<file path="src/rtl/fetch_queue_if.sv">
// Fetch front-end bundle: instruction-memory read port, redirect input and decode-side valid/ready head.
// Latency: none (wires only).
// Backpressure: decode holds inst_ready_in low to stall the head entry.
interface fetch_queue_if #(
    parameter int ADDR_W = 32,
    parameter int INST_W = 32
);
    logic              imem_req_out;
    logic [ADDR_W-1:0] imem_addr_out;
    logic [INST_W-1:0] imem_data_in;
    logic              redirect_in;
    logic [ADDR_W-1:0] redirect_pc_in;
    logic              inst_valid_out;
    logic              inst_ready_in;
    logic [INST_W-1:0] inst_out;
    logic [ADDR_W-1:0] inst_pc_out;
    logic [ADDR_W-1:0] inst_pcn_out;

    modport master (
        output imem_req_out, imem_addr_out,
        input  imem_data_in,
        input  redirect_in, redirect_pc_in,
        output inst_valid_out, inst_out, inst_pc_out, inst_pcn_out,
        input  inst_ready_in
    );

    modport slave (
        input  imem_req_out, imem_addr_out,
        output imem_data_in,
        output redirect_in, redirect_pc_in,
        input  inst_valid_out, inst_out, inst_pc_out, inst_pcn_out,
        output inst_ready_in
    );
endinterface

</file>
<file path="src/rtl/fetch_queue.sv">
// Instruction fetch front end: owns the PC, reads a 1-cycle sync ROM, buffers words in a DEPTH-entry queue.
// Latency: request to head-valid is 2 cycles; redirect to target at head is 3 cycles.
// Backpressure: requests stop while stored + in-flight reaches DEPTH; FETCH_PERF_CNT_EN adds perf counters.
module fetch_queue #(
    parameter int                ADDR_W   = 32,
    parameter int                INST_W   = 32,
    parameter int                DEPTH    = 4,
    parameter logic [ADDR_W-1:0] RESET_PC = ADDR_W'(32'h0040_0000)
) (
    input  logic          clock,
    input  logic          reset,
    fetch_queue_if.master fq
`ifdef FETCH_PERF_CNT_EN
    ,
    output logic [31:0]   perf_fetched_out,
    output logic [31:0]   perf_flushed_out
`endif
);
    localparam int                PTR_W    = (DEPTH > 1) ? $clog2(DEPTH) : 1;
    localparam int                CNT_W    = PTR_W + 1;
    localparam logic [ADDR_W-1:0] PC_STEP  = ADDR_W'(4);
    localparam logic [CNT_W-1:0]  FULL_CNT = CNT_W'(DEPTH);

    typedef struct packed {
        logic [INST_W-1:0] inst;
        logic [ADDR_W-1:0] pc;
    } entry_t;

    entry_t            mem_q [DEPTH];
    entry_t            mem_d [DEPTH];
    logic [ADDR_W-1:0] pc_q, pc_d;
    logic [PTR_W-1:0]  rd_ptr_q, rd_ptr_d;
    logic [PTR_W-1:0]  wr_ptr_q, wr_ptr_d;
    logic [CNT_W-1:0]  count_q, count_d;
    logic              inflight_q, inflight_d;
    logic [ADDR_W-1:0] inflight_pc_q, inflight_pc_d;

    logic [CNT_W-1:0]  occupancy;
    logic [ADDR_W-1:0] target_pc;
    logic              req, head_vld, push, pop;
    entry_t            head;

    // Occupancy counts the outstanding read so the queue can never overflow when it returns.
    always_comb begin
        target_pc = fq.redirect_pc_in & ~ADDR_W'(3);
        occupancy = count_q + CNT_W'(inflight_q);
        req       = reset & ~fq.redirect_in & (occupancy < FULL_CNT);
        head_vld  = (count_q != '0);
        pop       = head_vld & fq.inst_ready_in & ~fq.redirect_in;
        push      = inflight_q & ~fq.redirect_in;
        head      = head_vld ? mem_q[rd_ptr_q] : '0;
    end

    assign fq.imem_req_out   = req;
    assign fq.imem_addr_out  = pc_q;
    assign fq.inst_valid_out = head_vld;
    assign fq.inst_out       = head.inst;
    assign fq.inst_pc_out    = head.pc;
    assign fq.inst_pcn_out   = head.pc + PC_STEP;

    always_comb begin
        pc_d          = pc_q;
        rd_ptr_d      = rd_ptr_q;
        wr_ptr_d      = wr_ptr_q;
        count_d       = count_q;
        inflight_d    = 1'b0;
        inflight_pc_d = inflight_pc_q;
        mem_d         = mem_q;
        if (fq.redirect_in) begin
            // Drops stored entries and the read returning this cycle.
            pc_d     = target_pc;
            rd_ptr_d = '0;
            wr_ptr_d = '0;
            count_d  = '0;
        end else begin
            if (req) begin
                pc_d          = pc_q + PC_STEP;
                inflight_d    = 1'b1;
                inflight_pc_d = pc_q;
            end
            if (push) begin
                mem_d[wr_ptr_q] = '{inst: fq.imem_data_in, pc: inflight_pc_q};
                wr_ptr_d        = wr_ptr_q + PTR_W'(1);
            end
            if (pop) begin
                rd_ptr_d = rd_ptr_q + PTR_W'(1);
            end
            count_d = count_q + CNT_W'(push) - CNT_W'(pop);
        end
    end

    always_ff @(posedge clock) begin
        if (!reset) begin
            pc_q          <= RESET_PC;
            rd_ptr_q      <= '0;
            wr_ptr_q      <= '0;
            count_q       <= '0;
            inflight_q    <= 1'b0;
            inflight_pc_q <= '0;
        end else begin
            pc_q          <= pc_d;
            rd_ptr_q      <= rd_ptr_d;
            wr_ptr_q      <= wr_ptr_d;
            count_q       <= count_d;
            inflight_q    <= inflight_d;
            inflight_pc_q <= inflight_pc_d;
        end
    end

    // Storage needs no reset: the head is masked to zero while the queue is empty.
    always_ff @(posedge clock) begin
        mem_q <= mem_d;
    end

`ifdef FETCH_PERF_CNT_EN
    logic [31:0] perf_fetched_q, perf_fetched_d;
    logic [31:0] perf_flushed_q, perf_flushed_d;

    always_comb begin
        perf_fetched_d = perf_fetched_q + 32'(pop);
        perf_flushed_d = perf_flushed_q;
        if (fq.redirect_in) begin
            perf_flushed_d = perf_flushed_q + 32'(count_q) + 32'(inflight_q);
        end
    end

    always_ff @(posedge clock) begin
        if (!reset) begin
            perf_fetched_q <= '0;
            perf_flushed_q <= '0;
        end else begin
            perf_fetched_q <= perf_fetched_d;
            perf_flushed_q <= perf_flushed_d;
        end
    end

    assign perf_fetched_out = perf_fetched_q;
    assign perf_flushed_out = perf_flushed_q;
`endif
endmodule
</file>
<file path="src/flat_wrapper.sv">
// flat-port wrapper written by rule: the top's interface ports become plain ports
module fetch_queue_flat 
#(
    parameter int                ADDR_W   = 32,
    parameter int                INST_W   = 32,
    parameter int                DEPTH    = 4,
    parameter logic [ADDR_W-1:0] RESET_PC = ADDR_W'(32'h0040_0000)
)
  (clock, reset, fq_imem_req_out, fq_imem_addr_out, fq_imem_data_in, fq_redirect_in, fq_redirect_pc_in, fq_inst_valid_out, fq_inst_out, fq_inst_pc_out, fq_inst_pcn_out, fq_inst_ready_in);
  fetch_queue_if #(.ADDR_W(ADDR_W), .INST_W(INST_W)) fq_i ();
  input  logic clock;
  input  logic reset;
  output wire logic [$bits(fq_i.imem_req_out)-1:0] fq_imem_req_out;
  output wire logic [$bits(fq_i.imem_addr_out)-1:0] fq_imem_addr_out;
  input wire logic [$bits(fq_i.imem_data_in)-1:0] fq_imem_data_in;
  input wire logic [$bits(fq_i.redirect_in)-1:0] fq_redirect_in;
  input wire logic [$bits(fq_i.redirect_pc_in)-1:0] fq_redirect_pc_in;
  output wire logic [$bits(fq_i.inst_valid_out)-1:0] fq_inst_valid_out;
  output wire logic [$bits(fq_i.inst_out)-1:0] fq_inst_out;
  output wire logic [$bits(fq_i.inst_pc_out)-1:0] fq_inst_pc_out;
  output wire logic [$bits(fq_i.inst_pcn_out)-1:0] fq_inst_pcn_out;
  input wire logic [$bits(fq_i.inst_ready_in)-1:0] fq_inst_ready_in;
  assign fq_imem_req_out = fq_i.imem_req_out;
  assign fq_imem_addr_out = fq_i.imem_addr_out;
  assign fq_i.imem_data_in = fq_imem_data_in;
  assign fq_i.redirect_in = fq_redirect_in;
  assign fq_i.redirect_pc_in = fq_redirect_pc_in;
  assign fq_inst_valid_out = fq_i.inst_valid_out;
  assign fq_inst_out = fq_i.inst_out;
  assign fq_inst_pc_out = fq_i.inst_pc_out;
  assign fq_inst_pcn_out = fq_i.inst_pcn_out;
  assign fq_i.inst_ready_in = fq_inst_ready_in;
  fetch_queue #(.ADDR_W(ADDR_W), .INST_W(INST_W), .DEPTH(DEPTH), .RESET_PC(RESET_PC)) u_core (.clock(clock), .reset(reset), .fq(fq_i));
endmodule
</file>
<file path="config.mk">
export PLATFORM = sky130hd
export DESIGN_NAME = fetch_queue_flat
export DESIGN_NICKNAME = d
export VERILOG_FILES = /design/src/rtl/fetch_queue_if.sv /design/src/rtl/fetch_queue.sv /design/src/flat_wrapper.sv
export SDC_FILE = /design/constraint.sdc
export NUM_CORES = 1
export LEC_CHECK = 0
export ABC_AREA = 1
export CAP_MARGIN = 20
export CORE_ASPECT_RATIO = 0.75
export CORE_MARGIN = 2
export CORE_UTILIZATION = 35
export CTS_CLUSTER_DIAMETER = 100
export DETAILED_ROUTE_END_ITERATION = 6
export PLACE_DENSITY_LB_ADDON = 0.2
export SKIP_CTS_REPAIR_TIMING = 1
export SLEW_MARGIN = 20
export SYNTH_ARGS = -nofsm -noshare
export SYNTH_HDL_FRONTEND = slang
export SYNTH_SLANG_ARGS = --single-unit
</file>
<file path="constraint.sdc">
create_clock -name clock -period 4.4 [get_ports clock]
set_input_delay 0.66 -clock clock [delete_from_list [all_inputs] [get_ports clock]]
set_output_delay 0.66 -clock clock [all_outputs]
set_load 0.02 [all_outputs]
</file>
## After elaboration in Yosys (flattened, before gate mapping)

Cells that the tools add are included.

- Bitwise logic cells: 9
- Add/subtract/negate cells: 7
- Muxes and demuxes: 10
- Magnitude comparators: 4
- Reduce and logical (&&, ||, !) cells: 6

Operator list:

| kind | count |
|---|---|
| $bwmux W256 | 1 |
| $mux W64 | 4 |
| $bmux W64 S2 | 1 |
| $demux W64 S2 | 1 |
| $add A32 B3 Y32 const B | 2 |
| $mux W32 | 2 |
| $add A3 B1 Y3 | 2 |
| $ge A3 B3 Y1 const B | 2 |
| $not A2 Y3 | 2 |
| $and A1 B1 Y1 | 5 |
| $add A2 B1 Y2 const B | 2 |
| $reduce_and A2 Y1 | 2 |
| $lt A3 B1 Y1 const B | 1 |
| $lt A3 B3 Y1 const B | 1 |
| $reduce_bool A3 Y1 | 1 |
| $sub A3 B1 Y3 | 1 |
| $not A1 Y1 | 2 |
| $reduce_bool A2 Y1 | 1 |
| $reduce_or A2 Y1 | 1 |
| $logic_and A1 B1 Y1 | 1 |
| $mux W1 | 1 |

- Bits in registers: 328

## Logic depth before layout (Yosys ltp)

Gate-level depths: netlist (run 1).

- Depth in word-level cells: 6
- Depth in mapped cells: 16
- Mapped depth without buffers: 15

## Worst setup path before layout (run 1)

OpenSTA, ideal clock, no wires.

- Kind: input port to flip-flop
- Start: input port fq_redirect_in
- End: register u_core.mem_q[100] in the netlist's numbering, enable pin
- Slack: 81 ps
- Arrival time: 3,837 ps
- Stages on the path: 5
- Data required time: 3,918 ps
- Path buffers: 2
- Path through: clkbuf_1 -> clkbuf_1 -> nor2_1 -> inv_1 -> nor2_1

- Longest elaborated chain between the ends: 3

RTL lines:

| element | RTL line | source |
|---|---|---|
| start: declaration | flat_wrapper.sv:16 | `input wire logic [$bits(fq_i.redirect_in)-1:0] fq_redirect_in;` |
| $not A1 Y1 (no source line) | - |  |
| $and A1 B1 Y1 | fetch_queue.sv:50 | `push = inflight_q & ~fq.redirect_in;` |
| via u_core.push | fetch_queue.sv:40 | `logic req, head_vld, push, pop;` |
| $reduce_and A2 Y1 (no source line) | - |  |
| end signal: assignment | fetch_queue.sv:112 | `mem_q <= mem_d;` |
| end: declaration | fetch_queue.sv:29 | `entry_t mem_q [DEPTH];` |

The timed path passes the listed nets, and every way through them passes these cells.
A chain may end at the register's enable or synchronous reset.

## Final worst setup path (run 1)

- Start: register u_core.rd_ptr_q[1]
- End: output port fq_inst_pcn_out[21]

- Longest elaborated chain between the ends: 6

RTL lines:

| element | RTL line | source |
|---|---|---|
| start: declaration | fetch_queue.sv:32 | `logic [PTR_W-1:0] rd_ptr_q, rd_ptr_d;` |
| start signal: assignment | fetch_queue.sv:102 | `rd_ptr_q <= rd_ptr_d;` |
| $not A2 Y3 (implied by the code) | fetch_queue.sv:51 | `head = head_vld ? mem_q[rd_ptr_q] : '0;` |
| $bmux W64 S2 | fetch_queue.sv:51 |  |
| $mux W64 (implied by the code) (2 in a row) | fetch_queue.sv:51 |  |
| $mux W64 | fetch_queue.sv:51 |  |
| $add A32 B3 Y32 | fetch_queue.sv:59 | `assign fq.inst_pcn_out = head.pc + PC_STEP;` |
| end: declaration | flat_wrapper.sv:21 | `output wire logic [$bits(fq_i.inst_pcn_out)-1:0] fq_inst_pcn_out;` |

Every way passes these cells. The select of a mux whose other input is x is not followed.

==> summary.txt, run 1 <==
Clock network
  – CTS Root Cell: clkbuf_16
  – CTS tree: done
  – Clk buf depth: 3
  – Clock transition at path regs: 0.06 ns
  – Worst-skew pair later-pin latency: 0.53 ns
  – H-tree levels: 2
  – CTS buffer count: 34
  – Clock sink total: 316

Final layout
  – # diodes: 0
  – Fill cells: 3,949
  – Final core utilization: 44.6%
  – Layout Nets: 1,870
  – Post-route insts no fill: 2,347
  – Share of layout cells above drive strength 1: 6.49%
  – Most used cells in the layout excluding fill and tap cells: 440 x nand2_1, 250 x nor2_1, 248 x edfxtp_1
  – Most common cell after layout, fill and taps aside: nand2_1
  – Synthesis-to-finish area growth: 25.3%

Critical path
  – Worst-path cell chain: inv_2 > buf_4 > nand2_1 > nand2_1 > nand2_1 > nor2_1 > nand2_1 > nor2_2 > nand4_1 > nand2_1 > clkdlybuf4s50_1
  – Worst Path Arrival: 3.44 ns
  – Worst Setup Path Type: flop to output port
  – CP required: 3.74 ns
  – Crit. End Element: output port
  – Buf+Inv Stages, Crit Path: 3
  – Max incr delay on CP: 0.61 ns
  – Critical path's slowest cell: clkdlybuf4s50_1
  – Top cell by count, worst path: nand2_1
  – Max Fanout on Critical Path: 28
  – Largest delay share family, worst path: simple AND/OR/NAND/NOR gates
  – Worst setup SP type: flop

STA
  – Final setup TNS: 0 ns
  – Max frequency: 244 MHz
  – Worst-Margin Slew: 0.776 ns
  – Final setup vio count: 0
  – Slew Limit Fails: 0
  – Min cycle time layout: 4.10 ns
  – Slew HR: 48.2%
  – Clock Skews: 0.0194 ns
  – Final hold vios: 0
  – Fin crit share: 93.2%
  – Worst setup margin: 0.297 ns
  – RSZ-0062 raised after global routing: false
  – Final hold slack: 0.512 ns

Job
  – Maxcap violations: 0

Placement
  – Detailed Place HPWL: 26,600 um
  – GP Congestion: 0.864
  – Port Buffer Count: 189
  – # placed instances: 2,282
  – Worst slack at placement: 0.489 ns

Route
  – Via count: 11,500
  – Post-route DRC: 0
  – DR pass1 iterations: 5
  – DRT antenna net count: 0
  – Drt via density: 4.89
  – Routed WL: 40,100 um
  – Iteration-0 DRC Markers: 843
  – Drt wl/cell: 17.1 um

Synthesis
  – Synthesized area: 14,500 um^2
  – Seq/Total Area, Yosys: 60.6%
  – Distinct cells, synth: 37
  – Post-Syn Area per Cell: 9.01 um^2
  – Post-Synthesis Cells: 1,613
  – Flop and latch count out of synthesis: 316
  – Yosys synthesis warning count: 0

Floorplanning
  – IO Pins: 198
  – Total Die Area: 43,200 um^2
  – Total core area: 40,800 um^2
  – Site Rows: 64
  – Die height: 181 um
  – Initial Util: 35.6%
  – Die X: 239 um

GRT
  – First-pass GRT wire length: 62,700 um
  – Initial antenna violation count: 1
  – Overall routing resource usage: 18.5%
  – Largest net degree at the start of global routing: 63
  – Grt ovf: 0
  – Number of global-route vias before repair: 10,900

Power
  – Max IR drop VDD: 0.000224 V
  – Pleak: 6.76 nW
  – Cell Pwr Density: 373 nW/um^2

Min path
  – Worst Hold Class: flop to flop

Status
  – Outcome: finished, final reports clean
## sequential cells by signal, indices dropped and copies added (netlist names)
name                     flops
u_core.wr_ptr_q              2
u_core.inflight_q            1
u_core.inflight_pc_q        30
u_core.fq.imem_addr_out     30
u_core.mem_q               248
u_core.rd_ptr_q              2
u_core.count_q               3
## power by group
group          total [W]  switching (W)  internal (W)
sequential       0.00333      0.0000609       0.00327
clock            0.00301        0.00120       0.00180
combinational   0.000459       0.000270      0.000189
## cell type report
class,instances,area (um^2),share of cell area [%]
timing repair buffer,216,2160,11.9
clock buffer,41,877,4.82
clock inverter,21,302,1.66
inverter,128,482,2.64
multi-input combinational,1097,4920,27.0
sequential,316,8820,48.4
tap,528,661,3.63
## final timing paths
| path | startpoint | endpoint | slack [ns] | cells after the start |
|---|---|---|---|---|
| hold / removal | u_core.inflight_pc_q[30]$_SDFFE_PN0P_ | u_core.mem_q[222]$_DFFE_PP_ | 0.51 | 0 |
| hold reg to reg | u_core.inflight_pc_q[30]$_SDFFE_PN0P_ | u_core.mem_q[222]$_DFFE_PP_ | 0.51 | 0 |
| setup reg to reg | u_core.count_q[1]$_SDFF_PP0_ | u_core.count_q[2]$_SDFF_PP0_ | 1.81 | 12 |
| setup / recovery | u_core.rd_ptr_q[1]$_SDFFE_PP0P_ | fq_inst_pcn_out[21] | 0.30 | 11 |
## synth_stat cells
cell        n  share of area (%)
nand2_1   440                 11
nor2_1    256                6.6
edfxtp_1  248                 51
inv_1     120                3.1
nand3_1   103                3.5
o21ai_0    99                3.4
a21oi_1    83                2.9
dfxtp_1    68                9.4
buf_2      32                1.1
clkbuf_1   24               0.62
xor2_1     24                1.4
nor2_2     18               0.77
nor3_1     16               0.55
nand4_1    14               0.60
buf_4      10               0.52
ha_1        8               0.69
inv_2       8               0.21
buf_1       7               0.18
a31oi_1     4               0.17
buf_6       3               0.23
nand3b_1    3               0.15
o211ai_1    3               0.15
o21ai_1     3               0.10
or2_2       3               0.13
a22oi_1     2               0.10
o21a_1      2               0.10
o21bai_1    2               0.10
a32oi_1     1              0.060
and2_1      1              0.043
and3_1      1              0.043
clkbuf_2    1              0.034
conb_1      1              0.026
fa_1        1               0.14
nor2_4      1              0.077
o221ai_1    1              0.060
o22ai_1     1              0.043
xnor2_1     1              0.060
## stage by stage
step	instance area, um^2	power, W
floorplan	14600	0.00361
global placement	17000	0.00385
detailed placement	17000	0.00385
CTS	18200	0.00686
global route	18200	0.00704
finish	18200	0.00679
## logic make-up (layout without fill, tap and decap cells)
family                     count (synthesis)  count (layout)  share of synthesized area, %
other                                      1               6                        0.0258
xor gates and xnor gates                  25              25                          1.51
adders and majority gates                  9               9                         0.826
and+or+nand+nor                          856             856                          23.9
AOI/OAI and AO/OA                        201             201                          7.17
buffers and inverters                    205             406                          5.99
DFF                                      316             316                          60.6
## worst reg2reg max path, cell delays in order, from the launching register on
cell and delay [ns]:
dfxtp_1 0.45, nor2_1 0.08, nand2_1 0.28, buf_12 0.24, nand3_1 0.12, inv_1 0.09, ha_1 0.23, inv_1 0.06
ha_1 0.14, inv_1 0.05, fa_1 0.37, or2_2 0.30, a21oi_1 0.12
## layer usage
| layer | wire, um | global-route usage, % |
|---|---|---|
| met1 | 19600 | 28.1 |
| met2 | 17700 | 27.9 |
| met3 | 2300 | 2.76 |
| met4 | 518 | 4.05 |
| met5 | 0 | 0 |
(Power assumes the default switching activity.)
==> run 2: changes to the inputs <==
- CAP_MARGIN: 20 -> unset
- SKIP_CTS_REPAIR_TIMING: 1 -> unset
==> results of run 2 <==
Final layout, timing and power as in run 1 (identical DEF).
